<file path="config.mk">
export PLATFORM = sky130hd
export DESIGN_NAME = uart_tx_fifo_reader_flat
export DESIGN_NICKNAME = d
export VERILOG_FILES = /design/src/rtl/uart_tx_fifo_reader_pkg.sv /design/src/rtl/uart_tx_fifo_reader_if.sv /design/src/rtl/uart_bit_timer.sv /design/src/rtl/uart_tx_fifo_reader.sv /design/src/flat_wrapper.sv
export SDC_FILE = /design/constraint.sdc
export NUM_CORES = 1
export LEC_CHECK = 0
export CAP_MARGIN = 20
export CORE_UTILIZATION = 50
export DETAILED_ROUTE_END_ITERATION = 10
export GPL_TIMING_DRIVEN = 0
export PLACE_DENSITY = 0.74
export SLEW_MARGIN = 20
export SYNTH_ARGS = -nofsm -noshare
export SYNTH_HDL_FRONTEND = slang
export SYNTH_SLANG_ARGS = --single-unit
</file>
<file path="constraint.sdc">
create_clock -name clock -period 2.2 [get_ports clock]
set_input_delay 0.66 -clock clock [delete_from_list [all_inputs] [get_ports clock]]
set_output_delay 0.66 -clock clock [all_outputs]
set_load 0.02 [all_outputs]
</file>
<file path="src/rtl/uart_tx_fifo_reader_pkg.sv">
// Shared types and helpers for the UART transmit path at the TX FIFO read end.
package uart_tx_fifo_reader_pkg;

    typedef enum logic [2:0] {
        IDLE,
        FETCH,
        LOAD,
        START,
        DATA,
        PARITY,
        STOP
    } tx_state_t;

    localparam int PARITY_EVEN = 0;
    localparam int PARITY_ODD  = 1;

    // Clock cycles occupied by one frame: start + data + optional parity + stop bits.
    function automatic int frame_len(input int clks_per_bit, input int data_width,
                                     input int parity_en, input int stop_bits);
        return clks_per_bit * (1 + data_width + parity_en + stop_bits);
    endfunction

endpackage

</file>
<file path="src/rtl/uart_tx_fifo_reader_if.sv">
// Read-side FIFO handshake between the UART transmitter and the TX byte FIFO.
interface uart_tx_fifo_reader_if #(
    parameter int DATA_WIDTH = 8
);
    logic [DATA_WIDTH-1:0] fifo_data_out;
    logic                  fifo_empty;
    logic                  fifo_pop;

    // Transmitter side: issues pops, consumes data and the empty flag.
    modport master (input fifo_data_out, input fifo_empty, output fifo_pop);
    // FIFO side: answers pops with registered read data.
    modport slave  (output fifo_data_out, output fifo_empty, input fifo_pop);
endinterface

</file>
<file path="src/rtl/uart_bit_timer.sv">
// Bit-period timer: free-running modulo-CLKS_PER_BIT counter, restartable by clear.
module uart_bit_timer #(
    parameter int CLKS_PER_BIT = 16
) (
    input  logic clock,
    input  logic reset,
    input  logic clear,
    output logic bit_tick
);
    localparam int CNT_W = $clog2(CLKS_PER_BIT);

    logic [CNT_W-1:0] cnt_q, cnt_d;

    // Tick marks the last cycle of every bit period.
    assign bit_tick = (cnt_q == CNT_W'(CLKS_PER_BIT - 1));

    // Next count: restart on clear or at the period boundary, else advance.
    always_comb begin
        cnt_d = cnt_q + CNT_W'(1);
        if (clear || bit_tick) begin
            cnt_d = '0;
        end
    end

    // Counter register.
    always_ff @(posedge clock or posedge reset) begin
        if (reset) begin
            cnt_q <= '0;
        end else begin
            cnt_q <= cnt_d;
        end
    end
endmodule

</file>
<file path="src/rtl/uart_tx_fifo_reader.sv">
// UART transmit engine: pops bytes from the TX FIFO and serializes them as
// start / data (LSB first) / optional parity / 1-2 stop bit frames on a registered line.
module uart_tx_fifo_reader #(
    parameter int DATA_WIDTH   = 8,
    parameter int CLKS_PER_BIT = 16,
    parameter int PARITY_EN    = 0,
    parameter int PARITY_ODD   = 0,
    parameter int STOP_BITS    = 1
) (
    input  logic                  clock,
    input  logic                  reset,
    input  logic                  tx_enable,
    uart_tx_fifo_reader_if.master fifo,
    output logic                  tx,
    output logic                  tx_busy,
    output logic                  tx_done
);
    import uart_tx_fifo_reader_pkg::*;

    // The index counts data bits in DATA and stop bits in STOP.
    localparam int   IDX_W   = (DATA_WIDTH > 1) ? $clog2(DATA_WIDTH) : 1;
    localparam logic PAR_INV = (PARITY_ODD != PARITY_EVEN);

    tx_state_t             state_q, state_d;
    logic [DATA_WIDTH-1:0] shreg_q, shreg_d;
    logic [IDX_W-1:0]      idx_q, idx_d;
    logic                  par_q, par_d;
    logic                  tx_q, tx_d;
    logic                  timer_clr;
    logic                  bit_tick;

    uart_bit_timer #(.CLKS_PER_BIT(CLKS_PER_BIT)) u_timer (
        .clock    (clock),
        .reset    (reset),
        .clear    (timer_clr),
        .bit_tick (bit_tick)
    );

    assign fifo.fifo_pop = (state_q == FETCH);
    assign tx_busy       = (state_q != IDLE);
    assign tx_done       = (state_q == STOP) && bit_tick && (idx_q == IDX_W'(STOP_BITS - 1));
    assign tx            = tx_q;

    // Next state, datapath updates, and the line level for the upcoming cycle.
    always_comb begin
        state_d   = state_q;
        shreg_d   = shreg_q;
        idx_d     = idx_q;
        par_d     = par_q;
        timer_clr = 1'b0;
        tx_d      = 1'b1;
        case (state_q)
            IDLE: begin
                if (tx_enable && !fifo.fifo_empty) state_d = FETCH;
            end
            FETCH: state_d = LOAD;
            LOAD: begin
                shreg_d   = fifo.fifo_data_out;
                par_d     = (^fifo.fifo_data_out) ^ PAR_INV;
                timer_clr = 1'b1;
                state_d   = START;
            end
            START: begin
                if (bit_tick) begin
                    state_d = DATA;
                    idx_d   = '0;
                end
            end
            DATA: begin
                if (bit_tick) begin
                    if (idx_q == IDX_W'(DATA_WIDTH - 1)) begin
                        state_d = (PARITY_EN != 0) ? PARITY : STOP;
                        idx_d   = '0;
                    end else begin
                        idx_d   = idx_q + IDX_W'(1);
                        shreg_d = shreg_q >> 1;
                    end
                end
            end
            PARITY: begin
                if (bit_tick) begin
                    state_d = STOP;
                    idx_d   = '0;
                end
            end
            STOP: begin
                if (bit_tick) begin
                    if (idx_q == IDX_W'(STOP_BITS - 1)) begin
                        state_d = IDLE;
                        idx_d   = '0;
                    end else begin
                        idx_d = idx_q + IDX_W'(1);
                    end
                end
            end
            default: state_d = IDLE;
        endcase
        // Line level follows the state being entered so each bit starts on its first cycle.
        case (state_d)
            START:   tx_d = 1'b0;
            DATA:    tx_d = shreg_d[0];
            PARITY:  tx_d = par_d;
            default: tx_d = 1'b1;
        endcase
    end

    // State and datapath registers; reset drops any in-flight byte and idles the line.
    always_ff @(posedge clock or posedge reset) begin
        if (reset) begin
            state_q <= IDLE;
            shreg_q <= '0;
            idx_q   <= '0;
            par_q   <= 1'b0;
            tx_q    <= 1'b1;
        end else begin
            state_q <= state_d;
            shreg_q <= shreg_d;
            idx_q   <= idx_d;
            par_q   <= par_d;
            tx_q    <= tx_d;
        end
    end
endmodule

</file>
<file path="src/flat_wrapper.sv">
// flat-port wrapper written by rule: the top's interface ports become plain ports
module uart_tx_fifo_reader_flat import uart_tx_fifo_reader_pkg::*;
#(
    parameter int DATA_WIDTH   = 8,
    parameter int CLKS_PER_BIT = 16,
    parameter int PARITY_EN    = 0,
    parameter int PARITY_ODD   = 0,
    parameter int STOP_BITS    = 1
)
  (clock, reset, tx_enable, tx, tx_busy, tx_done, fifo_fifo_data_out, fifo_fifo_empty, fifo_fifo_pop);
  uart_tx_fifo_reader_if #(.DATA_WIDTH(DATA_WIDTH)) fifo_i ();
  input  logic clock;
  input  logic reset;
  input  logic tx_enable;
  output logic tx;
  output logic tx_busy;
  output logic tx_done;
  input wire logic [$bits(fifo_i.fifo_data_out)-1:0] fifo_fifo_data_out;
  input wire logic [$bits(fifo_i.fifo_empty)-1:0] fifo_fifo_empty;
  output wire logic [$bits(fifo_i.fifo_pop)-1:0] fifo_fifo_pop;
  assign fifo_i.fifo_data_out = fifo_fifo_data_out;
  assign fifo_i.fifo_empty = fifo_fifo_empty;
  assign fifo_fifo_pop = fifo_i.fifo_pop;
  uart_tx_fifo_reader #(.DATA_WIDTH(DATA_WIDTH), .CLKS_PER_BIT(CLKS_PER_BIT), .PARITY_EN(PARITY_EN), .PARITY_ODD(PARITY_ODD), .STOP_BITS(STOP_BITS)) u_core (.clock(clock), .reset(reset), .tx_enable(tx_enable), .fifo(fifo_i), .tx(tx), .tx_busy(tx_busy), .tx_done(tx_done));
endmodule
</file>
# Word level (Yosys, flattened, before mapping)
# Index checks and enable logic that the tools add are counted.
# word_totals
reg_bits,20
output_inout_bits,4
wordCells,59
in_bits,12
# op_classes
n_mux,21
reduce_logical,14
n_eq_ne,15
n_addsub,2
# op_table
cell,count
2-to-1 mux 3 bit,12
case mux 3 bit (7 select lines),1
== test 3 bit (second input constant),6
2-to-1 mux 8 bit,2
case mux 8 bit (2 select lines),1
== test 3 x 2 -> 1 bit (second input constant),3
case mux 3 bit (3 select lines),1
XOR reduction 8 bit,1
logical NOT 3 bit,2
!= test 2 x 1 -> 1 bit (second input constant),3
nonzero test 3 bit,2
adder 4 x 1 -> 4 bit (second input constant),1
== test 4 bit (second input constant),1
2-to-1 mux 4 bit,1
AND reduction 4 bit,1
adder 3 x 1 -> 3 bit (second input constant),1
== test 3 x 1 -> 1 bit (second input constant),1
logical AND 1 bit,3
case mux 1 bit (3 select lines),1
AND reduction 3 bit,1
2-to-1 mux 1 bit,2
!= test 2 bit (second input constant),1
nonzero test 2 bit,1
OR reduction 2 bit,1
2 further kinds,2

# Depth between registers and ports, before layout
# depth
depth_word,6
depth_mapped,8
ltp_nobuf,7

# Cells and area by module
# From an unflattened synthesis, not the netlist that was laid out.
# hier_totals
hier_cells,116
area_unflattened_um2,1116.1
# modules_own_cells
mod,cells_each,seq_area_each_um2,area_per_inst_um2,instances
uart_tx_fifo_reader,102,401.6,940.9,1
uart_bit_timer,14,100.1,175.2,1

# Least setup slack after synthesis
# OpenSTA, ideal clock, no wires.
# synth_timing
path_kind,register to output
startpoint,register u_core.u_timer.cnt_q[0]
endpoint,output port tx_done
n_path_buf,0
required_ns,1.540
path_slack_ns,0.262
path_stages_with_launch,4
arrival_ns,1.278
path_cell_list,dfrtp_1 > ha_1 > nand4_1 > nor3_1
# synth_via
elab_chain_len,3
# synth_rtl
element,line_no,text
"start, declared",uart_bit_timer.sv:12,"logic [CNT_W-1:0] cnt_q, cnt_d;"
"start signal, assigned",uart_bit_timer.sv:30,cnt_q <= cnt_d;
== test 4 bit,uart_bit_timer.sv:15,assign bit_tick = (cnt_q == CNT_W'(CLKS_PER_BIT - 1));
logical AND 1 bit (2 in series),uart_tx_fifo_reader.sv:41,assign tx_done = (state_q == STOP) && bit_tick && (idx_q == IDX_W'(STOP_BITS - 1));
"end, declared",flat_wrapper.sv:17,output logic tx_done;
# Every way passes these cells.

# Worst setup path after layout
# layout_timing
startpoint,register u_core.state_q[2]
endpoint,output port fifo_fifo_pop
# layout_via
elab_chain_len,1
# layout_rtl
element,line_no,text
"start, declared",uart_tx_fifo_reader.sv:24,"tx_state_t state_q, state_d;"
"start signal, assigned",uart_tx_fifo_reader.sv:116,state_q <= state_d;
== test 3 x 1 -> 1 bit,uart_tx_fifo_reader.sv:39,assign fifo.fifo_pop = (state_q == FETCH);
"end, declared",flat_wrapper.sv:20,output wire logic [$bits(fifo_i.fifo_pop)-1:0] fifo_fifo_pop;
# Every way passes these cells.

==> flow_summary_export.csv <==
group,metric,value,unit
run_status,status,"completed",
timing,min_period_over_period,0.961,
logic_synthesis,synth.cell_area,1140,µm²
critical_path,timing.setup.critical_path_class,"flop to primary output",
placed_design,post-dp-hpwl,1590,µm
layout,diodes,0,
clock_network,clkLatencyLatePin,0.29,ns
global_routing,grt_pass1_wl,3560,µm
floorplanning,pin_count,16,
critical_path,arrival_time_worst_endpoint,1.45,ns
floorplanning,fp.dieW,49.7,µm
placed_design,dp_worst_setup_slack,-0.114,ns
placed_design,port_buffers,15,
worst_hold_path,worst_hold_check_path_type,"flop to flop",
critical_path,rr_endpoint,"u_core.tx",
layout,layout.nets,157,
timing,peak_clock_frequency_supported_by_timing,0.473,GHz
clock_network,cts.sinks,20,
global_routing,grt_use_total,0.190,
clock_network,clock_pin_slew_on_the_worst_setup_and_hold_paths,0.10,ns
layout,area_delta_synth_final,22.4,%
logic_synthesis,synth_top_area_cell,"sky130_fd_sc_hd__dfrtp_1",
floorplanning,die_h,49.7,µm
floorplanning,effective_utilization_at_floorplan,0.558,
timing,tightest_slew,0.760,ns
routing,initialDrtViolationCount,12,
timing,finalHoldWorstSlack,0.485,ns
critical_path,worstSetupStartpointType,"flop",
clock_network,clock_tree.buffer_depth,2,
critical_path,critPathRequiredTime,1.54,ns
logic_synthesis,synth-warning-count,0,
clock_network,cts_made_buffers,3,
logic_synthesis,postSynthCellCount,117,
clock_network,root_buffer,"sky130_fd_sc_hd__clkbuf_4",
timing,timing.max_slew.rel_slack,0.493,
clock_network,tritoncts_clock_tree,"yes",
routing,routed_wire_length_per_instance,12.8,µm
logic_synthesis,synth_edf_count,0,
layout,drive_above_1_share,0.157,
routing,drtAntennaViolNets,0,
floorplanning,row_cnt,16,
worst_hold_path,min_delay_worst_endpoint,"u_core.shreg_q[3]",
logic_synthesis,synth_nets,133,
logic_synthesis,synth_seq_area_share,0.440,
power_and_ir_drop,vdd.ir_drop.worst,0.332,mV
logic_synthesis,synth.top_cells.by_area,"sky130_fd_sc_hd__dfrtp_1 (42%), sky130_fd_sc_hd__xnor2_1 (6.1%), sky130_fd_sc_hd__nand2_1 (5.6%), sky130_fd_sc_hd__ha_1 (4.4%), sky130_fd_sc_hd__a22oi_1 (4.0%)",
timing,timing.final.setup_violations,0,
critical_path,cp_max_fo,10,
timing,final_hold_viol_count,0,
power_and_ir_drop,power_density,458,nW/µm²
floorplanning,floorplan.core_area,2040,µm²
layout,post-route-cell-area,1400,µm²
critical_path,critical_path.reg2reg.startpoint,"u_core.idx_q[0]",
critical_path,end_kind,"primary output",
routing,dr_total_vias,919,
routing,detail_route.drc_violations,0,
global_routing,grt_start_max_net_pins,21,
logic_synthesis,yosysUniqueCellTypes,39,
global_routing,overflow,0,
routing,vias_per_cell,5.50,
logic_synthesis,async_reset_ff_frac,1.00,
clock_network,htree_num_levels,1,
power_and_ir_drop,power.static_leakage,0.632,nW
logic_synthesis,yosysMostFrequentCell,"sky130_fd_sc_hd__dfrtp_1",
routing,detailedRoute.firstPassIterationCount,4,
critical_path,reg2reg_setup_slack,0.22,ns
timing,grt_setup_unrepaired,"no",
placed_design,detailed_place.area,1320,µm²
job,cap_viol_max_count,0,
logic_synthesis,synth_top_cell_area_share,0.417,
worst_hold_path,worst_hold_startpoint,"u_core.shreg_q[3]",
layout,layout.core_utilization,0.683,
placed_design,gp_congestion,0.785,
timing,skew,0.00562,ns
global_routing,grt_pass1_vias,856,
logic_synthesis,synth_top_cells_by_count,"sky130_fd_sc_hd__dfrtp_1 (19), sky130_fd_sc_hd__nand2_1 (17), sky130_fd_sc_hd__xnor2_1 (8)",
timing,period_minus_slack,2.11,ns
logic_synthesis,syn_area_per_cell,9.74,µm²
routing,postRouteWirelength,2140,µm
floorplanning,die_area,2470,µm²
global_routing,antenna_found_initial,0,
timing,worst_setup_slack_final,0.0860,ns
timing,timing_max_transition_violations_final,0,
worst_hold_path,min_path_cells,2,
logic_synthesis,yosys_most_used_dff,"sky130_fd_sc_hd__dfrtp_1",
power_and_ir_drop,report.power.total,0.639,mW
logic_synthesis,yosys_register_bits,20,
critical_path,worst_r2r_path_depth,7,
==> routing by layer <==
| layer | track usage | vias to the layer above | routed length (µm) |
|---|---|---|---|
| met3 | 0.0309 | 4 | 80 |
| li1 | - | 459 | - |
| met2 | 0.329 | 20 | 1070 |
| met5 | 0 | - | 0 |
| met1 | 0.231 | 436 | 968 |
| met4 | 0.0810 | 0 | 24 |
==> final cells by class <==
class | instances | area, µm²
Fill cell | 170 | 647
Multi-Input combinational cell | 87 | 606
Sequential cell | 20 | 504
Timing Repair Buffer | 20 | 176
Tap cell | 27 | 33.8
Buffer | 4 | 30.0
Clock buffer | 4 | 26.3
Inverter | 5 | 18.8
==> worst max-delay path by stage <==
stage                                  from       endpoint  slack, ns  cells after the start
floorplan           u_core.u_timer.cnt_q[0]        tx_done       0.26                      3
global placement    u_core.u_timer.cnt_q[0]        tx_done      -0.09                      4
detailed placement  u_core.u_timer.cnt_q[0]        tx_done      -0.11                      4
CTS                       u_core.state_q[2]        tx_busy       0.01                      3
global route        u_core.u_timer.cnt_q[0]        tx_done      0.003                      4
finish                    u_core.state_q[2]  fifo_fifo_pop       0.09                      3
==> cell families (layout without fill, tap and decap cells) <==
family          Yosys count  after routing  synth area share
compound gates           25             25             0.151
buf+inv                  10             33            0.0439
xor+xnor                 10             10            0.0768
flops                    20             20             0.440
fa+ha+maj                 4              4            0.0439
mux                       2              2            0.0220
simple gates             46             46             0.222
==> critical path, cell delays in order (launching register included) <==
cell,delay [ns]
sky130_fd_sc_hd__dfrtp_1,0.43
sky130_fd_sc_hd__buf_4,0.19
sky130_fd_sc_hd__nor3b_1,0.20
sky130_fd_sc_hd__dlygate4sd2_1,0.36
==> report_power, final <==
part / internal (mW) / switching, mW / leakage [nW]
registers: 0.383 / 0.00468 / 0.226
logic: 0.0455 / 0.0324 / 0.391
clock network: 0.0704 / 0.104 / 0.0150
==> sequential cells by signal (all words and copies together), names as in the netlist <==
register	count
u_core.tx	1
u_core.u_timer.cnt_q	4
u_core.idx_q	3
u_core.par_q	1
u_core.shreg_q	8
u_core.state_q	3
==> what timing repair did <==
action	CTS	global route
endpoints found under the setup margin	3	2
hold buffers	0	0
gates resized for setup	12	3
buffers inserted	2	3
==> stage by stage <==
step	instances	TNS, ns
final	167	0
after global routing	167	0
after CTS	164	0
after detailed placement	159	-0.226
after global placement	159	-0.210
after floorplan	117	0
==> layout by cell type (no fill, tap or decap), types with 3 or more instances in the layout <==
master / synthesis / final
sky130_fd_sc_hd__nor2_1: 5 / 5
sky130_fd_sc_hd__ha_1: 4 / 3
sky130_fd_sc_hd__nand2_1: 17 / 17
sky130_fd_sc_hd__a22oi_1: 6 / 6
sky130_fd_sc_hd__nand2b_1: 3 / 3
sky130_fd_sc_hd__dfrtp_1: 19 / 17
sky130_fd_sc_hd__nand3_1: 3 / 3
sky130_fd_sc_hd__clkdlybuf4s50_1: 0 / 12
sky130_fd_sc_hd__clkbuf_4: 0 / 3
sky130_fd_sc_hd__inv_1: 5 / 5
sky130_fd_sc_hd__xnor2_1: 8 / 8
sky130_fd_sc_hd__nor3b_1: 3 / 3
sky130_fd_sc_hd__buf_4: 1 / 7
sky130_fd_sc_hd__o21ai_0: 7 / 7
Note: power is estimated with default switching activity, not from simulation.
